## src/rtl/mul_booth_iter_if.sv

```systemverilog
// ============================================================================
//  Module      : mul_booth_iter_if
//  Description : Operand / product handshake bundle for mul_booth_iter.
//                Operand side: in_valid / in_ready carrying a, b (and signed_i
//                when MUL_BOOTH_SIGNED_EN is defined).
//                Product side: out_valid / out_ready carrying c.
//                The master modport is the operand producer / product consumer.
//                The slave modport is the multiplier.
//  Config      : MUL_BOOTH_SIGNED_EN adds the signed_i operand qualifier.
//  Revision    : 1.0  initial release
// ============================================================================
`default_nettype none

interface mul_booth_iter_if #(
    parameter int BITLEN = 17
);
    logic                  in_valid;
    logic                  in_ready;
    logic [BITLEN-1:0]     a;
    logic [BITLEN-1:0]     b;
`ifdef MUL_BOOTH_SIGNED_EN
    logic                  signed_i;
`endif
    logic                  out_valid;
    logic                  out_ready;
    logic [2*BITLEN-1:0]   c;

`ifdef MUL_BOOTH_SIGNED_EN
    modport master (
        output in_valid, a, b, signed_i, out_ready,
        input  in_ready, out_valid, c
    );

    modport slave (
        input  in_valid, a, b, signed_i, out_ready,
        output in_ready, out_valid, c
    );
`else
    modport master (
        output in_valid, a, b, out_ready,
        input  in_ready, out_valid, c
    );

    modport slave (
        input  in_valid, a, b, out_ready,
        output in_ready, out_valid, c
    );
`endif

endinterface : mul_booth_iter_if

`default_nettype wire

```

## src/rtl/mul_booth_iter.sv

```systemverilog
// ============================================================================
//  Module      : mul_booth_iter
//  Description : Iterative radix-4 Booth multiplier. Operands are latched on
//                acceptance. DIGITS_PER_CYCLE Booth rows are then retired into
//                a 2*BITLEN carry-propagate accumulator each BUSY cycle. The
//                product is presented in DONE until it is taken. Only one
//                operation is in flight at a time. A new operand pair may be
//                accepted in the same cycle the previous product is taken.
//  Config      : MUL_BOOTH_SIGNED_EN adds signed_i (two's complement operands).
//                Without it, all operands are treated as unsigned.
//  Revision    : 1.0  initial release
// ============================================================================
`default_nettype none

module mul_booth_iter #(
    parameter int BITLEN           = 17,
    parameter int DIGITS_PER_CYCLE = 3
) (
    input  wire logic          clk,
    input  wire logic          rst_n,
    mul_booth_iter_if.slave    bus
);

    // ------------------------------------------------------------------------
    // Derived sizes
    // ------------------------------------------------------------------------
    localparam int NDIG = BITLEN / 2 + 1;                                  // Booth digits
    localparam int NCYC = (NDIG + DIGITS_PER_CYCLE - 1) / DIGITS_PER_CYCLE; // BUSY cycles
    localparam int PW   = 2 * BITLEN;                                      // product width
    localparam int BEXT = 2 * NDIG + 1;                                    // b_ext width
    localparam int BXW  = BEXT + 1;                                        // b_ext plus b_ext[-1]
    localparam int KW   = $clog2(NCYC * DIGITS_PER_CYCLE + 1);             // digit index width

    typedef enum logic [1:0] {
        ST_IDLE = 2'd0,
        ST_BUSY = 2'd1,
        ST_DONE = 2'd2
    } state_t;

    // ------------------------------------------------------------------------
    // State and datapath registers
    // ------------------------------------------------------------------------
    state_t             r_state;
    state_t             w_state_nxt;
    logic [BITLEN-1:0]  r_a;
    // r_bx[0] holds b_ext[-1] (always 0). r_bx[i+1] holds b_ext[i].
    logic [BXW-1:0]     r_bx;
    logic               r_sgn;
    logic [KW-1:0]      r_k;
    logic [PW-1:0]      r_acc;

    logic               w_accept;
    logic               w_last;
    logic               w_sgn_in;
    logic [BEXT-1:0]    w_b_ext;
    logic [PW-1:0]      w_aext;
    logic [PW-1:0]      w_sum;

`ifdef MUL_BOOTH_SIGNED_EN
    assign w_sgn_in = bus.signed_i;
`else
    assign w_sgn_in = 1'b0;
`endif

    // ------------------------------------------------------------------------
    // Handshake
    // ------------------------------------------------------------------------
    assign bus.in_ready  = (r_state == ST_IDLE) || ((r_state == ST_DONE) && bus.out_ready);
    assign bus.out_valid = (r_state == ST_DONE);
    assign bus.c         = r_acc;

    assign w_accept = bus.in_valid && bus.in_ready;

    // This is the last BUSY cycle once the current group reaches the top digit.
    assign w_last = (int'(r_k) + DIGITS_PER_CYCLE) >= NDIG;

    // Multiplier recoding source: b extended to 2*NDIG+1 bits.
    assign w_b_ext = {{(BEXT - BITLEN){w_sgn_in & bus.b[BITLEN-1]}}, bus.b};

    // Multiplicand extended to the full product width.
    assign w_aext = {{BITLEN{r_sgn & r_a[BITLEN-1]}}, r_a};

    // ------------------------------------------------------------------------
    // Booth row generation and accumulation for the current digit group
    // ------------------------------------------------------------------------
    // Sum DIGITS_PER_CYCLE Booth rows starting at digit r_k into the accumulator.
    always_comb begin : p_rows
        int           idx;
        logic [2:0]   trip;
        logic         neg;
        logic         two;
        logic         zero;
        logic [PW-1:0] mag;
        logic [PW-1:0] row;

        w_sum = r_acc;
        idx   = 0;
        trip  = 3'b000;
        neg   = 1'b0;
        two   = 1'b0;
        zero  = 1'b1;
        mag   = '0;
        row   = '0;

        for (int d = 0; d < DIGITS_PER_CYCLE; d++) begin
            idx  = int'(r_k) + d;
            trip = 3'(r_bx >> (2 * idx));
            neg  = 1'b0;
            two  = 1'b0;
            zero = 1'b0;

            case (trip)
                3'b001, 3'b010: begin neg = 1'b0; two = 1'b0; end   // +A
                3'b011:         begin neg = 1'b0; two = 1'b1; end   // +2A
                3'b100:         begin neg = 1'b1; two = 1'b1; end   // -2A
                3'b101, 3'b110: begin neg = 1'b1; two = 1'b0; end   // -A
                default:        zero = 1'b1;                        // 000 / 111 -> 0
            endcase

            mag = two ? (w_aext << 1) : w_aext;
            // Negative rows use one's complement here. The +1 is added at the row LSB below.
            row = neg ? ~mag : mag;

            // Digits past the top of the recoding contribute nothing.
            if (idx < NDIG && !zero) begin
                w_sum = w_sum + (row << (2 * idx)) + (PW'(neg) << (2 * idx));
            end
        end
    end

    // ------------------------------------------------------------------------
    // FSM
    // ------------------------------------------------------------------------
    // State register. Reset discards any operation in flight.
    always_ff @(posedge clk or negedge rst_n) begin
        if (!rst_n) begin
            r_state <= ST_IDLE;
        end else begin
            r_state <= w_state_nxt;
        end
    end

    // Next-state logic: IDLE/DONE accept into BUSY, BUSY runs NCYC cycles, DONE waits on out_ready.
    always_comb begin
        w_state_nxt = r_state;
        case (r_state)
            ST_IDLE: begin
                if (w_accept) begin
                    w_state_nxt = ST_BUSY;
                end
            end
            ST_BUSY: begin
                if (w_last) begin
                    w_state_nxt = ST_DONE;
                end
            end
            ST_DONE: begin
                if (w_accept) begin
                    w_state_nxt = ST_BUSY;
                end else if (bus.out_ready) begin
                    w_state_nxt = ST_IDLE;
                end
            end
            default: w_state_nxt = ST_IDLE;
        endcase
    end

    // ------------------------------------------------------------------------
    // Datapath registers
    // ------------------------------------------------------------------------
    // Latch operands and clear the accumulator on accept. Retire one digit group per BUSY cycle.
    always_ff @(posedge clk or negedge rst_n) begin
        if (!rst_n) begin
            r_a   <= '0;
            r_bx  <= '0;
            r_sgn <= 1'b0;
            r_k   <= '0;
            r_acc <= '0;
        end else if (w_accept) begin
            r_a   <= bus.a;
            r_bx  <= {w_b_ext, 1'b0};
            r_sgn <= w_sgn_in;
            r_k   <= '0;
            r_acc <= '0;
        end else if (r_state == ST_BUSY) begin
            r_acc <= w_sum;
            r_k   <= r_k + KW'(DIGITS_PER_CYCLE);
        end
    end

endmodule : mul_booth_iter

`default_nettype wire

```

## src/flat_wrapper.sv

```systemverilog
// flat-port wrapper written by rule: the top's interface ports become plain ports
module mul_booth_iter_flat 
#(
    parameter int BITLEN           = 17,
    parameter int DIGITS_PER_CYCLE = 3
)
  (clk, rst_n, bus_in_valid, bus_a, bus_b, bus_out_ready, bus_in_ready, bus_out_valid, bus_c);
  mul_booth_iter_if #(.BITLEN(BITLEN)) bus_i ();
  input  wire logic clk;
  input  wire logic rst_n;
  input wire logic [$bits(bus_i.in_valid)-1:0] bus_in_valid;
  input wire logic [$bits(bus_i.a)-1:0] bus_a;
  input wire logic [$bits(bus_i.b)-1:0] bus_b;
  input wire logic [$bits(bus_i.out_ready)-1:0] bus_out_ready;
  output wire logic [$bits(bus_i.in_ready)-1:0] bus_in_ready;
  output wire logic [$bits(bus_i.out_valid)-1:0] bus_out_valid;
  output wire logic [$bits(bus_i.c)-1:0] bus_c;
  assign bus_i.in_valid = bus_in_valid;
  assign bus_i.a = bus_a;
  assign bus_i.b = bus_b;
  assign bus_i.out_ready = bus_out_ready;
  assign bus_in_ready = bus_i.in_ready;
  assign bus_out_valid = bus_i.out_valid;
  assign bus_c = bus_i.c;
  mul_booth_iter #(.BITLEN(BITLEN), .DIGITS_PER_CYCLE(DIGITS_PER_CYCLE)) u_core (.clk(clk), .rst_n(rst_n), .bus(bus_i));
endmodule
```

## config.mk

```make
export PLATFORM = sky130hd
export DESIGN_NAME = mul_booth_iter_flat
export DESIGN_NICKNAME = d
export VERILOG_FILES = /design/src/rtl/mul_booth_iter_if.sv /design/src/rtl/mul_booth_iter.sv /design/src/flat_wrapper.sv
export SDC_FILE = /design/constraint.sdc
export NUM_CORES = 1
export LEC_CHECK = 0
export ABC_AREA = 1
export BUFFER_PORTS_ARGS = -buffer_cell sky130_fd_sc_hd__buf_2
export CAP_MARGIN = 20
export CORE_ASPECT_RATIO = 0.75
export CORE_MARGIN = 2
export CORE_UTILIZATION = 55
export DETAILED_ROUTE_END_ITERATION = 6
export GPL_TIMING_DRIVEN = 0
export HOLD_SLACK_MARGIN = 0.03
export PLACE_DENSITY = 0.73
export SLEW_MARGIN = 15
export SYNTH_ARGS = -nofsm -noshare
export SYNTH_HDL_FRONTEND = slang
export SYNTH_SLANG_ARGS = --single-unit
export TNS_END_PERCENT = 5
```

## constraint.sdc

```tcl
create_clock -name clk -period 24.6 [get_ports clk]
set_input_delay 4.92 -clock clk [delete_from_list [all_inputs] [get_ports clk]]
set_output_delay 4.92 -clock clk [all_outputs]
set_load 0.1 [all_outputs]
```

**After elaboration in Yosys (flattened, before gate mapping)**

Index checks and enable logic that the tools add are counted.

- Flip-flop bits (word level): 74
- Bits of input ports: 38
- Output and inout port bits: 36
- Logic and storage cells: 96

- $add $sub $neg: 10
- $lt $le $gt $ge: 4
- Equality and inequality tests: 23
- Shifts and indexed selects: 9
- Mux-type cells: 24
- Bitwise operators: 3
- Reductions and logical operators: 18

Operators by type and width:

| kind | number |
|---|---|
| $mux 34 | 8 |
| $add 34x34->34 | 6 |
| $not 34->34 | 3 |
| $shl 1x32->34 | 2 |
| $shl 34x32->34 | 2 |
| $lt 32x5->1 const B | 2 |
| $shr 18x32->3 | 2 |
| $mux 18 | 3 |
| $shl 1x5->34 | 1 |
| $shl 34x5->34 | 1 |
| $ge 32x5->1 const B | 1 |
| $eq 3x3->1 const B | 9 |
| $eq 3x2->1 const B | 6 |
| $reduce_or 6->1 | 3 |
| $shr 18x5->3 | 1 |
| $add 4x2->5 const B | 2 |
| $eq 3x1->1 const B | 3 |
| $reduce_or 3->1 | 3 |
| $mux 2 | 4 |
| $mux 4 | 2 |
| $mux 1 | 6 |
| $pmux 2 s3 | 1 |
| $reduce_or 2->1 | 3 |
| $add 4x1->5 const B | 1 |
| other kinds (11) | 16 |

**Longest topological paths before layout**

- Depth in word-level cells: 19
- Depth in mapped cells: 69

**Least setup slack after synthesis**

No wires, ideal clock.

- Kind: in2out
- From: input bus_out_ready
- To: output bus_in_ready
- Arrival: 6440 ps
- Path slack: 13240 ps
- Stages on the path: 2
- Buffers on the path: 0
- Cell sequence: inv_1 -> a21oi_1

- Word-level cells in the longest chain between the ends: 2

Ends and longest elaborated chain:

| what | RTL line | source |
|---|---|---|
| start, declared | flat_wrapper.sv:14 | `input wire logic [$bits(bus_i.out_ready)-1:0] bus_out_ready;` |
| $logic_and 1x1->1 | mul_booth_iter.sv:68 | `assign bus.in_ready = (r_state == ST_IDLE) \|\| ((r_state == ST_DONE) && bus.out_ready);` |
| $logic_or 1x1->1 | mul_booth_iter.sv:68 |  |
| end, declared | flat_wrapper.sv:15 | `output wire logic [$bits(bus_i.in_ready)-1:0] bus_in_ready;` |

No other way between the ends.

**Final worst setup path**

- From: register u_core.r_k[1]
- To: register u_core.r_acc[31] (netlist: u_core.bus.c[31])

- Word-level cells in the longest chain between the ends: 19
- Elaborated cells between the ends (all ways): 70
- Those cells by class: add/sub: 8; order compare: 3; eq/ne: 18; shift: 9; mux: 17; bitwise: 3; reduce/logical: 12

Ends and longest elaborated chain:

| what | RTL line | source |
|---|---|---|
| start, declared | mul_booth_iter.sv:49 | `logic [KW-1:0] r_k;` |
| start signal, assigned | mul_booth_iter.sv:187 | `r_k <= r_k + KW'(DIGITS_PER_CYCLE);` |
| $shr 18x5->3 | mul_booth_iter.sv:107 | `trip = 3'(r_bx >> (2 * idx));` |
| $eq 3x2->1 / $eq 3x3->1 (equally long branches) | mul_booth_iter.sv:112 | `case (trip)` |
| $reduce_or 2->1 (no source line) | -- |  |
| $mux 1 | mul_booth_iter.sv:112 |  |
| $mux 18 | mul_booth_iter.sv:120 | `mag = two ? (w_aext << 1) : w_aext;` |
| $not 34->34 | mul_booth_iter.sv:122 | `row = neg ? ~mag : mag;` |
| $mux 34 | mul_booth_iter.sv:122 |  |
| $shl 34x5->34 | mul_booth_iter.sv:126 | `w_sum = w_sum + (row << (2 * idx)) + (PW'(neg) << (2 * idx));` |
| $add 34x34->34 (2 in a row) | mul_booth_iter.sv:126 |  |
| $mux 34 | mul_booth_iter.sv:125 | `if (idx < NDIG && !zero) begin` |
| $add 34x34->34 (2 in a row) | mul_booth_iter.sv:126 |  |
| $mux 34 | mul_booth_iter.sv:125 |  |
| $add 34x34->34 (2 in a row) | mul_booth_iter.sv:126 |  |
| $mux 34 * | mul_booth_iter.sv:125 |  |
| $mux 34 * | mul_booth_iter.sv:185 | `end else if (r_state == ST_BUSY) begin` |
| $mux 34 * | mul_booth_iter.sv:179 | `end else if (w_accept) begin` |
| end signal, assigned | mul_booth_iter.sv:186 | `r_acc <= w_sum;` |
| end, declared | mul_booth_iter.sv:50 | `logic [PW-1:0] r_acc;` |

Mark *: on every way between the ends. The rest lies on a longest branch, timed or not. The select of a mux whose other input is x is not followed.
A chain may end at the register's enable or synchronous reset.

==> results.toml <==
[cts]
cts.sinks = 74
ctsResizeCount = 0
insertion_delay_ps = 350
clock-root-buffer = "clkbuf_16"
clk_pin_slew_ps = 60
postCtsSetupBuffers = 0
cts_hold_buf = 0
clk_path_buf_depth = 2
cts_tree = "done"
cts-buffers-inserted = 9
cts.htree.levels = 3

[place]
dpl-instance-area_um2 = 17200
port_buffers = 73
place_worst_setup_slack_ps = 13740
gp_congestion = 1.05
dp_cells = 3093
dp_hpwl_um = 56400

[run]
max_cap_violations = 0

[global_routing]
antenna_found_initial = 0
grt_pass1_wl_um = 101000
grt_overflow = 0
track_usage = 0.426
grt_max_degree = 61
grt_pass1_vias = 17596

[synthesis]
synth_top_family_by_area = "simple AND/OR/NAND/NOR gates"
synthTopCellsByArea = "nand2_1 (16%), ha_1 (12%), dfrtp_1 (11%)"
synthTopCellsByCount = "nand2_1 (680), inv_1 (273), nand3_1 (207)"
synth_cell_types = 66
synthAdderAreaFrac = 0.181
synth_seq_cells = 74
synth_most_common_cell = "nand2_1"
synth_top_cell_by_area = "nand2_1"
async_flop_share = 1.00
yosysTopAreaCellShare = 0.157
ys_warn_count = 0
synth-seq-area-share = 0.114
synthesis.instances = 2615
synth_compound_area_frac = 0.204
synth_mux_area_frac = 0.00992
synth-simple-area-share = 0.332
synth-main-ff-cell = "dfrtp_1"
synth_enable_flop_cells = 0
syn_avg_cell_area_um2 = 6.22
syn_area_um2 = 16300
synth_xor_area_frac = 0.0531

[setup_path]
worstSetupStartpointType = "flop"
endpoint_kind = "flop"
crit_family = "compound AO/OA/AOI/OAI gates"
cp_data_required_time_ps = 24840
cp_slowest_cell = "o21ai_0"
crit_top_cell = "nand2_1"
slowest_delay_ps = 910
path_buf_inv = 9
arrival_ps = 11650
rrSetupSlack_ps = 13190
worst-setup-path-type = "reg -> reg"
critical_path_peak_fanout = 10

[detailed_routing]
drtPass1Iterations = 7
via_count = 19000
routed_wl_um = 66300
post_drt_wl_per_cell_um = 21.3
postRouteAntennaNets = 0
vias_per_cell = 6.11
post-route-drc-count = 0
drt-initial-drc-count = 2476

[timing]
slew_headroom = 0.226
setup_slack_ps = 13190
min_period_over_period = 0.464
max_freq_mhz = 87.7
setup_tns_ps = 0
fin_crit_ps = 11410
clock_skew_ps = 11.6
rsz0062_at_grt = "false"
max_slew.worst_pin.slew_ps = 1150
hold_viol = 0
slew_viol_final = 0
finalSetupViolations = 0

[floorplan]
die_h_um = 153
fp-row-count = 54
coreArea_um2 = 29100
initial_utilization = 0.559
die_x_um = 203
die_area_um2 = 31000
pin_count = 74

[layout]
fillers = 2924
nets = 2955
area_growth_pct = 7.55
fin_cells = 3110
fin_area_um2 = 17500
drive_above_1_share = 0.0905
n_antenna_cell = 0

[hold_path]
hold_path.class = "reg -> reg"

[run_status]
status = "finished, final reports clean"
-- registers in the layout, indices dropped and copies added (netlist names) --
register        count
u_core.bus.c       34
u_core.r_a         17
u_core.r_bx        17
u_core.r_k          4
u_core.r_state      2
-- cells by family (layout without fill, tap and decap cells) --
| logic type | count (synthesis) | count (layout) |
|---|---|---|
| AO/OA/AOI/OAI | 586 | 586 |
| buffers and inverters | 409 | 500 |
| other | 2 | 14 |
| XOR/XNOR | 96 | 96 |
| flip-flops | 74 | 74 |
| multiplexers | 13 | 13 |
| AND/OR/NAND/NOR | 1231 | 1231 |
| adder cells (fa/ha/maj) | 204 | 204 |
-- worst min-delay path: stages (launching register included) --
cell and delay, ps:
dfrtp_1 370, nand2_1 70, nand2_1 60
-- final timing paths --
check	startpoint	cells past startpoint	end
max in group asynchronous	rst_n	2	u_core.bus.c[15]
min	u_core.bus.c[24]	2	u_core.bus.c[24]
max	u_core.r_k[1]	54	u_core.bus.c[31]
min reg2reg	u_core.bus.c[24]	2	u_core.bus.c[24]
min in group asynchronous	rst_n	1	u_core.r_bx[3]
max reg2reg	u_core.r_k[1]	54	u_core.bus.c[31]
-- cell usage in the layout, fill, tap and decap left out, types with 16 or more instances in the layout --
master | netlist | layout
nor3_1 | 31 | 31
nand3_2 | 16 | 16
xnor2_1 | 36 | 36
o21ai_1 | 76 | 77
buf_2 | 22 | 94
inv_2 | 18 | 18
ha_1 | 151 | 151
fa_1 | 53 | 53
o211ai_1 | 25 | 25
o21ai_0 | 185 | 184
clkbuf_1 | 50 | 51
nand2_1 | 680 | 680
nand4_1 | 22 | 22
nand3_1 | 207 | 207
buf_1 | 23 | 23
dfrtp_1 | 74 | 74
xor2_1 | 57 | 57
nand2_2 | 24 | 24
a31oi_1 | 21 | 21
inv_1 | 273 | 273
a21oi_1 | 187 | 187
nor2_1 | 206 | 206
-- layout make-up --
type	count	area [µm²]	area share
Clock inverter	4	33.8	0.00193
Tap cell	392	490	0.0280
Sequential cell	74	1850	0.106
Inverter	292	1100	0.0628
Timing Repair Buffer	75	403	0.0230
Buffer	117	622	0.0355
Clock buffer	12	256	0.0147
Multi-Input combinational cell	2144	12700	0.728
-- metrics by stage --
| step | hold WS (ps) | util |
|---|---|---|
| 2_1_floorplan | 481 | - |
| 4_1_cts | 532 | 0.601 |
| 5_1_grt | 574 | 0.601 |
| 3_5_place_dp | 515 | 0.591 |
| 6_report | 538 | 0.601 |
| 3_3_place_gp | 508 | 0.590 |
-- per-layer routing --
metal,global-route usage,share of wire,routed length (µm),vias to the layer above
met2,0.594,0.38,25500,1219
met5,0,0,0,-
li1,-,-,-,8895
met4,0.134,0.035,2330,0
met3,0.152,0.15,10200,147
met1,0.607,0.43,28300,8739
Power is not shown: default switching activity piles up to over one toggle a cycle in this logic, so the estimate is an artifact.
